===== config.mk =====
export PLATFORM = sky130hd
export DESIGN_NAME = sequence_recorder_flat
export DESIGN_NICKNAME = d
export VERILOG_FILES = /design/src/rtl/sequence_recorder_if.sv /design/src/rtl/sequence_recorder.sv /design/src/flat_wrapper.sv
export SDC_FILE = /design/constraint.sdc
export NUM_CORES = 1
export LEC_CHECK = 0
export ABC_CLOCK_PERIOD_IN_PS = 2300
export CAP_MARGIN = 10
export CORE_MARGIN = 4
export CORE_UTILIZATION = 35
export DETAILED_ROUTE_END_ITERATION = 12
export PLACE_DENSITY = 0.5
export SYNTH_ARGS = -nofsm -noshare
export SYNTH_HDL_FRONTEND = slang
export SYNTH_SLANG_ARGS = --single-unit
export TNS_END_PERCENT = 1

===== constraint.sdc =====
create_clock -name clock -period 2.3 [get_ports clock]
set_input_delay 0.345 -clock clock [delete_from_list [all_inputs] [get_ports clock]]
set_output_delay 0.345 -clock clock [all_outputs]
set_load 0.02 [all_outputs]

===== src/rtl/sequence_recorder_if.sv =====
// Bus between the debounced button side / playback reader and sequence_recorder.
interface sequence_recorder_if #(
    parameter int unsigned ADDR_W = 4
);
    logic              iniciar;
    logic [ADDR_W-1:0] tamanho;
    logic [3:0]        botoes;
    logic [ADDR_W-1:0] rd_endereco;
    logic [3:0]        rd_dado;
    logic              mem_we;
    logic              gravando;
    logic              pronto;
    logic              invalido;
    logic              timeout;
    logic [ADDR_W:0]   contagem;
    logic [3:0]        db_estado;

    modport master (
        output iniciar, tamanho, botoes, rd_endereco,
        input  rd_dado, mem_we, gravando, pronto, invalido, timeout, contagem, db_estado
    );

    modport slave (
        input  iniciar, tamanho, botoes, rd_endereco,
        output rd_dado, mem_we, gravando, pronto, invalido, timeout, contagem, db_estado
    );
endinterface


===== src/rtl/sequence_recorder.sv =====
// sequence_recorder: records tamanho+1 one-hot key presses into a 2**ADDR_W x 4 memory.
// Optional press timeout is built when SEQUENCE_RECORDER_TIMEOUT_EN is defined.
module sequence_recorder #(
    parameter int unsigned ADDR_W         = 4,
    parameter int unsigned TIMEOUT_CYCLES = 5000
) (
    input  logic               clock,
    input  logic               reset,
    sequence_recorder_if.slave bus
);
    localparam int unsigned DEPTH = 1 << ADDR_W;
    localparam int unsigned CNT_W = ADDR_W + 1;

    if (TIMEOUT_CYCLES == 0) begin : g_bad_timeout
        $error("TIMEOUT_CYCLES must be at least 1");
    end

    typedef enum logic [3:0] {
        S_INICIAL       = 4'h0,
        S_PREPARACAO    = 4'h1,
        S_ESPERA_SOLTA  = 4'h2,
        S_ESPERA_JOGADA = 4'h3,
        S_REGISTRA      = 4'h4,
        S_COMPARA       = 4'h5,
        S_PROXIMO       = 4'h6,
        S_TIMEOUT       = 4'hD,
        S_FIM           = 4'hF
    } state_e;

    state_e            state_q, state_d;
    logic [ADDR_W-1:0] addr_q, addr_d;
    logic [ADDR_W-1:0] tam_q, tam_d;
    logic [CNT_W-1:0]  cnt_q, cnt_d;
    logic [3:0]        jogada_q, jogada_d;
    logic              pronto_q, pronto_d;
    logic              invalido_q, invalido_d;
    logic              mem_we_q, mem_we_d;
    logic              gravando_q, gravando_d;
    logic [3:0]        mem [DEPTH];

`ifdef SEQUENCE_RECORDER_TIMEOUT_EN
    localparam int unsigned TO_W = $clog2(TIMEOUT_CYCLES + 1);

    logic [TO_W-1:0] to_cnt_q, to_cnt_d;
    logic            timeout_q, timeout_d;
    logic            to_expired_c;

    assign to_expired_c = (to_cnt_q == TO_W'(TIMEOUT_CYCLES - 1));
    assign bus.timeout  = timeout_q;

    // Idle counter: zero outside espera_jogada, so it restarts on every entry
    always_comb begin
        to_cnt_d = '0;
        if (state_q == S_ESPERA_JOGADA) begin
            to_cnt_d = TO_W'(to_cnt_q + 1'b1);
        end
    end

    always_ff @(posedge clock) begin
        if (reset) begin
            to_cnt_q  <= '0;
            timeout_q <= 1'b0;
        end else begin
            to_cnt_q  <= to_cnt_d;
            timeout_q <= timeout_d;
        end
    end
`else
    assign bus.timeout = 1'b0;
`endif

    function automatic logic is_onehot(input logic [3:0] v);
        return (v != 4'd0) && ((v & (v - 4'd1)) == 4'd0);
    endfunction

    // Next-state and datapath control
    always_comb begin
        state_d    = state_q;
        addr_d     = addr_q;
        tam_d      = tam_q;
        cnt_d      = cnt_q;
        jogada_d   = jogada_q;
        pronto_d   = pronto_q;
        invalido_d = invalido_q;
        mem_we_d   = 1'b0;
`ifdef SEQUENCE_RECORDER_TIMEOUT_EN
        timeout_d  = timeout_q;
`endif
        case (state_q)
            S_INICIAL: begin
                if (bus.iniciar) state_d = S_PREPARACAO;
            end
            S_PREPARACAO: begin
                addr_d     = '0;
                cnt_d      = '0;
                pronto_d   = 1'b0;
                invalido_d = 1'b0;
                tam_d      = bus.tamanho;
`ifdef SEQUENCE_RECORDER_TIMEOUT_EN
                timeout_d  = 1'b0;
`endif
                state_d    = S_ESPERA_SOLTA;
            end
            S_ESPERA_SOLTA: begin
                if (bus.botoes == 4'd0) state_d = S_ESPERA_JOGADA;
            end
            S_ESPERA_JOGADA: begin
                // A press on the expiry cycle still wins over the timeout
                if (bus.botoes != 4'd0) begin
                    jogada_d = bus.botoes;
                    mem_we_d = is_onehot(bus.botoes);
                    state_d  = S_REGISTRA;
                end
`ifdef SEQUENCE_RECORDER_TIMEOUT_EN
                else if (to_expired_c) begin
                    timeout_d = 1'b1;
                    state_d   = S_TIMEOUT;
                end
`endif
            end
            S_REGISTRA: begin
                if (is_onehot(jogada_q)) begin
                    cnt_d   = CNT_W'(cnt_q + 1'b1);
                    state_d = S_COMPARA;
                end else begin
                    invalido_d = 1'b1;
                    state_d    = S_INICIAL;
                end
            end
            S_COMPARA: begin
                state_d = (addr_q == tam_q) ? S_FIM : S_PROXIMO;
            end
            S_PROXIMO: begin
                addr_d  = ADDR_W'(addr_q + 1'b1);
                state_d = S_ESPERA_SOLTA;
            end
            S_FIM: begin
                pronto_d = 1'b1;
                state_d  = S_INICIAL;
            end
            default: state_d = S_INICIAL;
        endcase

        gravando_d = (state_d == S_PREPARACAO)    || (state_d == S_ESPERA_SOLTA) ||
                     (state_d == S_ESPERA_JOGADA) || (state_d == S_REGISTRA)     ||
                     (state_d == S_COMPARA)       || (state_d == S_PROXIMO);
    end

    always_ff @(posedge clock) begin
        if (reset) begin
            state_q    <= S_INICIAL;
            addr_q     <= '0;
            tam_q      <= '0;
            cnt_q      <= '0;
            jogada_q   <= '0;
            pronto_q   <= 1'b0;
            invalido_q <= 1'b0;
            mem_we_q   <= 1'b0;
            gravando_q <= 1'b0;
        end else begin
            state_q    <= state_d;
            addr_q     <= addr_d;
            tam_q      <= tam_d;
            cnt_q      <= cnt_d;
            jogada_q   <= jogada_d;
            pronto_q   <= pronto_d;
            invalido_q <= invalido_d;
            mem_we_q   <= mem_we_d;
            gravando_q <= gravando_d;
        end
    end

    // Memory is not reset; a reset landing on the write cycle suppresses the write
    always_ff @(posedge clock) begin
        if (!reset && mem_we_q) begin
            mem[addr_q] <= jogada_q;
        end
    end

    assign bus.rd_dado  = mem[bus.rd_endereco];
    assign bus.mem_we   = mem_we_q;
    assign bus.gravando = gravando_q;
    assign bus.pronto   = pronto_q;
    assign bus.invalido = invalido_q;
    assign bus.contagem = cnt_q;

    // Unknown state codes read back as E
    always_comb begin
        bus.db_estado = 4'hE;
        case (state_q)
            S_INICIAL, S_PREPARACAO, S_ESPERA_SOLTA, S_ESPERA_JOGADA, S_REGISTRA,
            S_COMPARA, S_PROXIMO, S_TIMEOUT, S_FIM: bus.db_estado = 4'(state_q);
            default: bus.db_estado = 4'hE;
        endcase
    end
endmodule


===== src/flat_wrapper.sv =====
// flat-port wrapper written by rule: the top's interface ports become plain ports
module sequence_recorder_flat 
#(
    parameter int unsigned ADDR_W         = 4,
    parameter int unsigned TIMEOUT_CYCLES = 5000
)
  (clock, reset, bus_iniciar, bus_tamanho, bus_botoes, bus_rd_endereco, bus_rd_dado, bus_mem_we, bus_gravando, bus_pronto, bus_invalido, bus_timeout, bus_contagem, bus_db_estado);
  sequence_recorder_if #(.ADDR_W(ADDR_W)) bus_i ();
  input  logic clock;
  input  logic reset;
  input wire logic [$bits(bus_i.iniciar)-1:0] bus_iniciar;
  input wire logic [$bits(bus_i.tamanho)-1:0] bus_tamanho;
  input wire logic [$bits(bus_i.botoes)-1:0] bus_botoes;
  input wire logic [$bits(bus_i.rd_endereco)-1:0] bus_rd_endereco;
  output wire logic [$bits(bus_i.rd_dado)-1:0] bus_rd_dado;
  output wire logic [$bits(bus_i.mem_we)-1:0] bus_mem_we;
  output wire logic [$bits(bus_i.gravando)-1:0] bus_gravando;
  output wire logic [$bits(bus_i.pronto)-1:0] bus_pronto;
  output wire logic [$bits(bus_i.invalido)-1:0] bus_invalido;
  output wire logic [$bits(bus_i.timeout)-1:0] bus_timeout;
  output wire logic [$bits(bus_i.contagem)-1:0] bus_contagem;
  output wire logic [$bits(bus_i.db_estado)-1:0] bus_db_estado;
  assign bus_i.iniciar = bus_iniciar;
  assign bus_i.tamanho = bus_tamanho;
  assign bus_i.botoes = bus_botoes;
  assign bus_i.rd_endereco = bus_rd_endereco;
  assign bus_rd_dado = bus_i.rd_dado;
  assign bus_mem_we = bus_i.mem_we;
  assign bus_gravando = bus_i.gravando;
  assign bus_pronto = bus_i.pronto;
  assign bus_invalido = bus_i.invalido;
  assign bus_timeout = bus_i.timeout;
  assign bus_contagem = bus_i.contagem;
  assign bus_db_estado = bus_i.db_estado;
  sequence_recorder #(.ADDR_W(ADDR_W), .TIMEOUT_CYCLES(TIMEOUT_CYCLES)) u_core (.clock(clock), .reset(reset), .bus(bus_i));
endmodule

==> summary.md, run 1 <==
| Metric | Value |
|---|---|
| Power Density | `647 mW/mm^2` |
| FF+latch count, synth | `89` |
| Area of the die | `0.0126 sq mm` |
| Post-synth EDFFs | `64` |
| Largest net degree at the start of global routing | `23` |
| Hold buffer count at CTS | `0` |
| End of the worst register-to-register path | `u_core.bus.contagem[3]` |
| Final hold slack | `0.463 ns` |
| CP delay by family, top | `buffers and inverters` |
| TritonCTS Buffers | `9` |
| Layout area overhead | `20.4%` |
| Diode count | `0` |
| RSZ-0062 raised after global routing | `yes` |
| Filler cell count | `1021` |
| Post-synthesis sequential area ratio | `63.6%` |
| Final Setup Violations | `0` |
| Total Power | `2970 uW` |
| Final clock skew | `0.00944 ns` |
| Die Height | `112 microns` |
| Post-DP HPWL | `5.66 mm` |
| Max-cap violations | `0` |
| Startpoint types | `input pin` |
| Yosys cell types | `41` |
| Adder-cell share of the synthesized area | `1.64%` |
| Mapped Nets | `305` |
| First-pass GRT wire length | `13.0 mm` |
| Hold EP | `u_core.bus.invalido` |
| R2r worst-path depth | `5` |
| Data required, critical path | `1.96 ns` |
| HP Start | `u_core.bus.invalido` |
| Ys async rst share | `0%` |
| Main synth FF type | `edfxtp_1` |
| Synthesized area | `0.00381 sq mm` |
| XOR/XNOR Fraction of Synth Area | `1.61%` |
| CP Class | `in -> out` |
| GRT overflow | `0` |
| Largest family of logic cells by synthesized area | `simple AND/OR/NAND/NOR gates` |
| WP data arrival | `1.90 ns` |
| Worst stage delay on the critical path | `0.51 ns` |
| Crit path buf inv count | `3` |
| Antenna violations before repair | `0` |
| Gr usage total | `13.3%` |
| Site Rows | `37` |
| DRT Pass-1 Iters | `4` |
| Via-per-instance ratio | `5.07` |
| Worst r2r src | `u_core.jogada_q[2]` |
| Vias in the first global route | `2423` |
| Max clock buf depth | `2` |
| Clock transition at path regs | `0.10 ns` |
| Status | `completed` |
| Worst skew pair latency | `0.35 ns` |
| Worst VDD drop | `310 uV` |
| Syn Area/Cell | `13.4 sq um` |
| Setup repair bufs after CTS | `0` |
| Pleak | `0.00151 uW` |
| I/O pins | `33` |
| Post-route ant nets | `0` |
| Crit path cell chain | `clkdlybuf4s50_1 -> buf_12 -> mux4_2 -> a22oi_2 -> nand2_1 -> clkdlybuf4s15_1` |
| Layout cells sized above 1 | `18.2%` |
| Fin crit share | `97.5%` |
| Mux share of post-synthesis cell area | `9.46%` |
| Core area | `0.0105 sq mm` |
| Total of warnings raised by yosys | `0` |
| Max FO, Critical Path | `16` |
| CTS tree | `yes` |
| PortBufs | `31` |
| Final slew viol count | `0` |
| H-tree levels | `3` |
| Worst path slowest cell | `clkdlybuf4s50_1` |
| Setup slack on the worst flop-to-flop path | `0.49 ns` |
| Die width | `112 microns` |
| Post-synthesis simple-gate area fraction | `12.9%` |
| Starting Density | `36.4%` |
| Max Fclk | `0.446 GHz` |
| Vias | `2386` |
| Crit path capture type | `output pin` |
| Number of remaining DRC errors | `0` |
| Final wirelength | `7.96 mm` |
| Hold Path Class | `reg -> reg` |
| Clk root buf | `clkbuf_8` |
| Layout Nets | `350` |
| Wire per inst | `16.9 microns` |
| Iteration-0 DRC Markers | `121` |
| Final min period | `2.24 ns` |
| CTS sink count | `89` |
| Post-synthesis compound-gate area fraction | `7.95%` |
| Post-Syn Instances | `285` |
| Final GP Congestion | `0.798` |
| Endpoints failing hold | `0` |
| Min-Delay Path Depth | `2` |
layer usage:
| metal | routed length [microns] | track usage [%] |
|---|---|---|
| met1 | 3830 | 18.1 |
| met5 | 0 | 0 |
| met4 | 56 | 3.29 |
| met2 | 3740 | 21.0 |
| met3 | 323 | 3.77 |
final cells by class:
type | count | area [sq um] | area share [%]
timing repair buffer | 49 | 482 | 10.5
clock buffer | 9 | 124 | 2.70
tap | 136 | 170 | 3.71
sequential | 89 | 2420 | 52.8
multi-input combinational | 173 | 1300 | 28.3
clock inverter | 7 | 60.1 | 1.31
inverter | 8 | 30.0 | 0.655
cells in the mapped netlist (2+ instances only):
| library cell | n | area, sq um |
|---|---|---|
| ha_1 | 5 | 62.6 |
| nor4b_1 | 2 | 17.5 |
| o21ai_0 | 8 | 40.0 |
| or3_1 | 4 | 25.0 |
| mux4_2 | 16 | 360 |
| clkbuf_1 | 6 | 22.5 |
| a211oi_1 | 2 | 15.0 |
| nand2b_1 | 2 | 12.5 |
| buf_4 | 3 | 22.5 |
| a21oi_1 | 15 | 75.1 |
| inv_1 | 8 | 30.0 |
| o31ai_1 | 4 | 30.0 |
| nand3_1 | 6 | 30.0 |
| o211ai_1 | 2 | 15.0 |
| a31oi_1 | 2 | 12.5 |
| nor3_1 | 6 | 30.0 |
| nand4_1 | 2 | 12.5 |
| xor2_1 | 6 | 52.6 |
| edfxtp_1 | 64 | 1920 |
| or4_1 | 2 | 15.0 |
| nor2_1 | 25 | 93.8 |
| and3_1 | 3 | 18.8 |
| nand2_1 | 31 | 116 |
| buf_2 | 5 | 25.0 |
| a22oi_1 | 12 | 90.1 |
| dfxtp_1 | 25 | 500 |
| nor2b_1 | 5 | 31.3 |
metrics by stage:
step                setup TNS, ns  area, sq um  cells  utilization (%)  setup WS, ns
floorplan                       0         3810    285                -         0.304
detailed placement          -1.90         4370    454             41.7        -0.507
global placement            -1.89         4370    454             41.7        -0.505
CTS                             0         4580    471             43.8       0.00528
global route              -0.0370         4590    471             43.8       -0.0370
finish                          0         4590    471             43.8        0.0570
what timing repair did:
item | CTS | global route
setup endpoints to repair | 4 | 5
gates cloned | 1 | 0
resized for setup | 11 | 7
endpoints found under the hold margin | 0 | 0
placed cells by master, fill, tap and decap left out, types with 2 or more instances in the layout:
cell type        netlist  routed
a22oi_2                0       3
nand4_1                2       2
inv_8                  0       2
dfxtp_1               25      24
clkbuf_2               0       2
mux4_2                16      16
nand2b_1               2       2
clkdlybuf4s15_1        0       2
a21oi_1               15      15
clkdlybuf4s50_1        0      26
a31oi_1                2       2
nor3_1                 6       6
buf_12                 0       2
a22oi_1               12       9
clkinvlp_4             0       2
inv_1                  8       8
and3_1                 3       3
edfxtp_1              64      64
buf_4                  3      15
nor2_1                25      25
or3_1                  4       4
xor2_1                 6       6
nand3_1                6       6
a211oi_1               2       2
nand2_1               31      31
or4_1                  2       2
o211ai_1               2       2
nor4b_1                2       2
o31ai_1                4       4
clkbuf_8               0       9
ha_1                   5       5
nor2b_1                5       5
o21ai_0                8       8
inv_6                  0       2
cell families after synthesis:
| logic type | count (synthesis) |
|---|---|
| AND/OR/NAND/NOR | 96 |
| flip-flops | 89 |
| AO/OA/AOI/OAI | 48 |
| buffers and inverters | 23 |
| multiplexers | 16 |
| XOR/XNOR | 7 |
| adder cells (fa/ha/maj) | 5 |
| other | 1 |
registers in the layout, indices dropped and copies added (netlist names):
| signal | count |
|---|---|
| u_core.bus.pronto | 1 |
| u_core.tam_q | 4 |
| u_core.state_q | 4 |
| u_core.jogada_q | 4 |
| u_core.addr_q | 4 |
| u_core.bus.gravando | 1 |
| u_core.bus.invalido | 1 |
| u_core.bus.contagem | 5 |
| u_core.mem | 64 |
| u_core.bus.mem_we | 1 |
worst max-delay path by stage:
stage | start | to | slack [ns] | cells after the start
final | bus_rd_endereco[1] | bus_rd_dado[2] | 0.06 | 6
after floorplan | bus_rd_endereco[0] | bus_rd_dado[2] | 0.30 | 5
after detailed placement | bus_rd_endereco[0] | bus_rd_dado[2] | -0.51 | 6
after global routing | bus_rd_endereco[1] | bus_rd_dado[2] | -0.04 | 6
after CTS | bus_rd_endereco[1] | bus_rd_dado[2] | 0.005 | 6
after global placement | bus_rd_endereco[0] | bus_rd_dado[2] | -0.51 | 6
worst min-delay path: stages (launching register included):
cell and delay (ns):
dfxtp_1 0.32, nand2_1 0.05, a21oi_1 0.05
report_power, final:
part | internal, uW | leakage [uW] | switching [uW] | total, uW
Combinational | 120 | 0.000664 | 122 | 242
Clock | 413 | 0.0000901 | 584 | 997
Sequential | 1710 | 0.000758 | 16.8 | 1730
No activity file was read; power rests on OpenSTA's default activity.
==> run 2, diff against run 1 <==
--- a/config.mk
+++ b/config.mk
@@ -8,9 +8,9 @@
 export ABC_CLOCK_PERIOD_IN_PS = 2300
 export CAP_MARGIN = 10
 export CORE_MARGIN = 4
-export CORE_UTILIZATION = 35
+export CORE_UTILIZATION = 50
 export DETAILED_ROUTE_END_ITERATION = 12
-export PLACE_DENSITY = 0.5
+export PLACE_DENSITY = 0.68
 export SYNTH_ARGS = -nofsm -noshare
 export SYNTH_HDL_FRONTEND = slang
 export SYNTH_SLANG_ARGS = --single-unit
==> run 2 against run 1 <==
  * Sequential share of layout area is 0.85 points higher
  * Clock-buffer cell count unchanged
  * Worst hold slack better by 0.0062 ns
  * Non-clock buffer count shrank 1
  * Core utilization increased by 18 points
  * Combinational power is 4% lower
  * Flip-flop and latch count unchanged
  * Clock skew is 0.00096 ns lower
  * Highest routed layer unchanged
==> summary.md, run 2 (same netlist as run 1, synthesis figures left out) <==
| Metric | Value |
|---|---|
| Status | `completed` |
| Setup slack on the worst flop-to-flop path | `0.50 ns` |
| Max clock buf depth | `2` |
| CP delay by family, top | `buffers and inverters` |
| CTS sink count | `89` |
| Crit path capture type | `output pin` |
| Final GP Congestion | `0.818` |
| Fin crit share | `92.7%` |
| Final clock skew | `0.00848 ns` |
| Worst r2r src | `u_core.jogada_q[3]` |
| Startpoint types | `register` |
| Starting Density | `52.0%` |
| Leading cell types in the layout, fill and taps excluded | `64 x edfxtp_1, 31 x nand2_1, 26 x clkdlybuf4s50_1, 25 x nor2_1, 22 x dfxtp_1` |
| TritonCTS Buffers | `9` |
| DRT Pass-1 Iters | `4` |
| Max reg flops | `64` |
| Worst VDD drop | `336 uV` |
| Worst skew pair latency | `0.35 ns` |
| Data required, critical path | `1.96 ns` |
| Vias | `2379` |
| Antenna violations before repair | `0` |
| Largest net degree at the start of global routing | `23` |
| Cell Count, Final, Fillers Out | `433` |
| Max FO, Critical Path | `10` |
| Vias in the first global route | `2438` |
| Switching Share | `23.9%` |
| Hold EP | `u_core.bus.invalido` |
| RSZ-0062 raised after global routing | `no` |
| Final wirelength | `7.30 mm` |
| WP data arrival | `1.79 ns` |
| Final Setup Violations | `0` |
| Clock power share | `32.9%` |
| Setup repair bufs after CTS | `0` |
| H-tree levels | `3` |
| CTS tree | `yes` |
| Layout Nets | `349` |
| Clock transition at path regs | `0.09 ns` |
| Final min period | `2.13 ns` |
| Setup_tns | `0 ns` |
| Endpoints failing hold | `0` |
| R2r worst-path depth | `6` |
| Worst stage delay on the critical path | `0.56 ns` |
| Die Height | `95.3 microns` |
| Crit path buf inv count | `1` |
| Post-route ant nets | `0` |
| Power Density | `648 mW/mm^2` |
| Min-Delay Path Depth | `2` |
| Iteration-0 DRC Markers | `152` |
| Area of the die | `0.00908 sq mm` |
| Wire per inst | `16.9 microns` |
| Layout cells sized above 1 | `18.6%` |
| Core area | `0.00733 sq mm` |
| Dpl ws | `-0.477 ns` |
| Diode count | `0` |
| Number of remaining DRC errors | `0` |
| Max Fclk | `0.469 GHz` |
| Post-DP HPWL | `4.97 mm` |
| PortBufs | `31` |
| Hold buffer count at CTS | `0` |
| PnR worst setup slack | `0.169 ns` |
| Top reg by flops | `u_core.mem` |
| First-pass GRT wire length | `12.2 mm` |
| Layout area overhead | `18.7%` |
| Max-cap violations | `0` |
| Crit path cell chain | `nor2b_1 -> a21oi_1 -> clkdlybuf4s50_1` |
| Inst Count DP | `416` |
| Pint | `2230 uW` |
| Final slew viol count | `0` |
| Hold Path Class | `reg -> reg` |
| CP Class | `reg -> out` |
| Gr usage total | `17.8%` |
| I/O pins | `33` |
| HP Start | `u_core.bus.invalido` |
| Site Rows | `31` |
| End of the worst register-to-register path | `u_core.bus.contagem[3]` |
| Combinational share of power | `7.9%` |
| Most common cell after layout, fill and taps aside | `edfxtp_1` |
| Final hold slack | `0.469 ns` |
| Worst path slowest cell | `clkdlybuf4s50_1` |
| Pleak | `0.00151 uW` |
| GRT overflow | `0` |
| Clk root buf | `clkbuf_8` |
| Seq pwr share | `59.2%` |
| Die width | `95.3 microns` |
| Via-per-instance ratio | `5.49` |
| Net switching power | `699 uW` |
-- run 2: cell count changes in the layout (fill, tap and decap cells not counted), moves of 2 or more --
cell	previous run	this run
clkbuf_2	2	4
clkdlybuf4s15_1	2	0
clkinv_4	0	2
dfxtp_1	24	22
dfxtp_2	1	3
inv_8	2	0
-- run 2: area by class of cell --
| type | instances | area [sq um] |
|---|---|---|
| timing repair buffer | 48 | 469 |
| tap | 99 | 124 |
| sequential | 89 | 2430 |
| clock inverter | 7 | 53.8 |
| inverter | 8 | 30.0 |
| multi-input combinational | 173 | 1290 |
| clock buffer | 9 | 124 |
| fill | 592 | 2810 |
-- run 2: per-stage QoR --
stage / util (%) / cell area (sq um) / power (uW)
global placement: 58.8 / 4310 / 2000
finish: 61.6 / 4520 / 2930
floorplan: - / 3810 / 1900
global route: 61.6 / 4520 / 3040
CTS: 61.7 / 4530 / 2950
detailed placement: 58.8 / 4310 / 2000
-- run 2: worst reg2reg max path, delay by kind of cell (launching register included) --
kind                   cells  cell delay, ns
AO/OA/AOI/OAI              2            0.24
AND/OR/NAND/NOR            2            0.75
flip-flops                 1            0.35
buffers and inverters      2            0.40
-- run 2: metal layers --
metal	vias to the layer above	wire [microns]	track usage [%]
li1	1163	-	-
met1	1145	3260	23.8
met5	-	0	0
met2	62	3590	29.1
met3	9	346	3.24
met4	0	103	6.85
-- run 2: power groups by stage --
stage	Combinational (uW)	Clock, uW	Sequential [uW]
after global routing	255	1050	1740
after CTS	234	980	1730
after global placement	229	0	1770
after detailed placement	231	0	1770
after floorplan	141	0	1760
final	232	964	1730
-- run 2: timing repair --
| item | CTS | global route |
|---|---|---|
| endpoints found under the setup margin | 4 | 6 |
| gates cloned | 1 | 0 |
| gates resized for setup | 8 | 12 |
| pin swaps | 0 | 0 |
-- run 2: how the worst max path moves through the flow --
stage	start	end	slack, ns	cells past startpoint
3_5_place_dp	bus_rd_endereco[0]	bus_rd_dado[3]	-0.48	6
3_3_place_gp	bus_rd_endereco[0]	bus_rd_dado[1]	-0.46	6
4_1_cts	bus_rd_endereco[0]	bus_rd_dado[1]	0.006	6
2_1_floorplan	bus_rd_endereco[0]	bus_rd_dado[2]	0.30	5
6_report	u_core.state_q[2]	bus_db_estado[0]	0.17	3
5_1_grt	u_core.state_q[2]	bus_db_estado[0]	0.04	3
==> run 3, diff against run 2 <==
--- a/config.mk
+++ b/config.mk
@@ -10,6 +10,8 @@
 export CORE_MARGIN = 4
 export CORE_UTILIZATION = 50
 export DETAILED_ROUTE_END_ITERATION = 12
+export GPL_TIMING_DRIVEN = 0
+export MAX_ROUTING_LAYER = met4
 export PLACE_DENSITY = 0.68
 export SYNTH_ARGS = -nofsm -noshare
 export SYNTH_HDL_FRONTEND = slang
==> run 3 against run 2 <==
  * First-iteration DRC count down 6.6%
  * Global-route usage is 0.43 points higher
  * Critical endpoint is now bus_rd_dado[0]
  * Clock power down 3.2%
  * Largest power group unchanged
  * Critical path type unchanged
  * Critical path depth is 1 higher
  * Worst setup slack lost 0.089 ns
  * Via count grew 0.50%
  * Combinational power fell by 3%
  * Highest routed layer unchanged
==> summary.md, run 3 (same netlist as run 1, synthesis figures left out) <==
| Metric | Value |
|---|---|
| Setup_tns | `0 ns` |
| CTS sink count | `89` |
| TritonCTS Buffers | `9` |
| Vias | `2391` |
| Layout cells sized above 1 | `14.3%` |
| PortBufs | `29` |
| Max Fclk | `0.450 GHz` |
| H-tree levels | `3` |
| PnR worst setup slack | `0.0800 ns` |
| Status | `completed` |
| Max-cap violations | `0` |
| Iteration-0 DRC Markers | `142` |
| Fin crit share | `96.5%` |
| Total Power | `2890 uW` |
| Final min period | `2.22 ns` |
| I/O pins | `33` |
| Worst skew pair latency | `0.35 ns` |
| Startpoint types | `register` |
| Worst VDD drop | `346 uV` |
| Worst stage delay on the critical path | `0.48 ns` |
| Max clock buf depth | `2` |
| Leading cell types in the layout, fill and taps excluded | `64 x edfxtp_1, 31 x nand2_1, 25 x nor2_1, 25 x clkdlybuf4s50_1, 24 x dfxtp_1` |
| CP Class | `reg -> out` |
| Diode count | `0` |
| Layout Nets | `345` |
| Measured slew at the worst slew-check pin | `0.909 ns` |
| GRT overflow | `0` |
| Clock transition at path regs | `0.08 ns` |
| WP data arrival | `1.87 ns` |
| Largest net degree at the start of global routing | `21` |
| Layout area overhead | `15.8%` |
| Max FO, Critical Path | `1` |
| Filler cell count | `587` |
| Data required, critical path | `1.96 ns` |
| Crit path cell chain | `mux4_2 -> a22oi_1 -> nand2_1 -> dlygate4sd2_1` |
| DRT Pass-1 Iters | `4` |
| Number of remaining DRC errors | `0` |
| Starting Density | `52.0%` |
| Final GP Congestion | `0.827` |
| Pleak | `0.00144 uW` |
| Final Setup Violations | `0` |
| Site Rows | `31` |
| Dpl ws | `-0.534 ns` |
| First-pass GRT wire length | `12.0 mm` |
| Setup repair bufs after CTS | `0` |
| Most common cell after layout, fill and taps aside | `edfxtp_1` |
| Antenna violations before repair | `0` |
| Slew margin rel. | `39.3%` |
| Core area | `0.00733 sq mm` |
| Crit path capture type | `output pin` |
| Clk root buf | `clkbuf_8` |
| Via-per-instance ratio | `5.59` |
| Power Density | `654 mW/mm^2` |
| Die width | `95.3 microns` |
| Final clock skew | `0.0106 ns` |
| Worst path slowest cell | `mux4_2` |
| Top reg by flops | `u_core.mem` |
| Wire per inst | `16.7 microns` |
| CTS tree | `yes` |
| Gr usage total | `18.2%` |
| Area of the die | `0.00908 sq mm` |
| Post-DP HPWL | `4.89 mm` |
| Post-route ant nets | `0` |
| Final slew viol count | `0` |
| Max reg flops | `64` |
| Final wirelength | `7.15 mm` |
| Vias in the first global route | `2431` |
| RSZ-0062 raised after global routing | `no` |
| Fin util | `60.2%` |
| Endpoints failing hold | `0` |
| Die Height | `95.3 microns` |
| Hold Path Class | `reg -> reg` |
## run 3: changes by cell type in the layout (fill, tap and decap cells not counted), sizes merged
cell | previous run | this run
bufbuf | 1 | 0
buf | 16 | 8
clkinv | 3 | 2
inv | 10 | 9
clkbuf | 13 | 16
clkinvlp | 2 | 3
clkdlybuf4s15 | 1 | 0
clkdlybuf4s50 | 26 | 25
dlygate4sd2 | 0 | 4
## run 3: critical path, delay by kind of cell, from the launching register on
family                 cells  cell delay (ns)
AO/OA/AOI/OAI              1             0.27
buffers and inverters      1             0.33
flip-flops                 1             0.37
multiplexers               1             0.48
AND/OR/NAND/NOR            1             0.08
## run 3: repair_timing
action                     CTS  global route
resized for setup            9             4
hold buffers                 0             0
setup endpoints to repair    4             4
cloned                       0             0
## run 3: power breakdown
part / switching, uW / internal [uW]
logic: 121 / 105
clock network: 543 / 389
registers: 14.7 / 1710
## run 3: final cells by class
class                      count  area (sq um)  share of cell area, %
inverter                       8          30.0                  0.681
clock inverter                 6          45.0                   1.02
tap                           99           124                   2.81
timing repair buffer          29           285                   6.47
multi-input combinational    173          1290                   29.2
clock buffer                   9           124                   2.81
sequential                    89          2420                   55.0
buffer                        15          91.3                   2.07
## run 3: path summary, 6_finish.rpt
kind                                          start                      to  slack [ns]  depth (start not counted)
worst max register to register   u_core.jogada_q[0]  u_core.bus.contagem[1]        0.33                          5
worst min-delay path            u_core.bus.invalido     u_core.bus.invalido        0.46                          2
worst min register to register  u_core.bus.invalido     u_core.bus.invalido        0.46                          2
worst max-delay path              u_core.mem[10][0]          bus_rd_dado[0]        0.08                          4
## run 3: metal layers
metal / share of wire, % / vias to the layer above / global-route usage (%) / wire [microns]
met5: 0 / - / - / 0
met4: 2.1 / 0 / 7.81 / 153
met3: 4.4 / 12 / 3.55 / 318
met2: 48 / 77 / 28.3 / 3430
met1: 45 / 1147 / 23.6 / 3250
li1: - / 1155 / - / -
## run 3: metrics by stage
stage	cells	instance area, sq um	hold slack [ns]
after floorplan	285	3810	0.448
after global placement	413	4220	0.443
after detailed placement	413	4220	0.455
after CTS	428	4400	0.467
after global routing	428	4410	0.498
final	428	4410	0.458
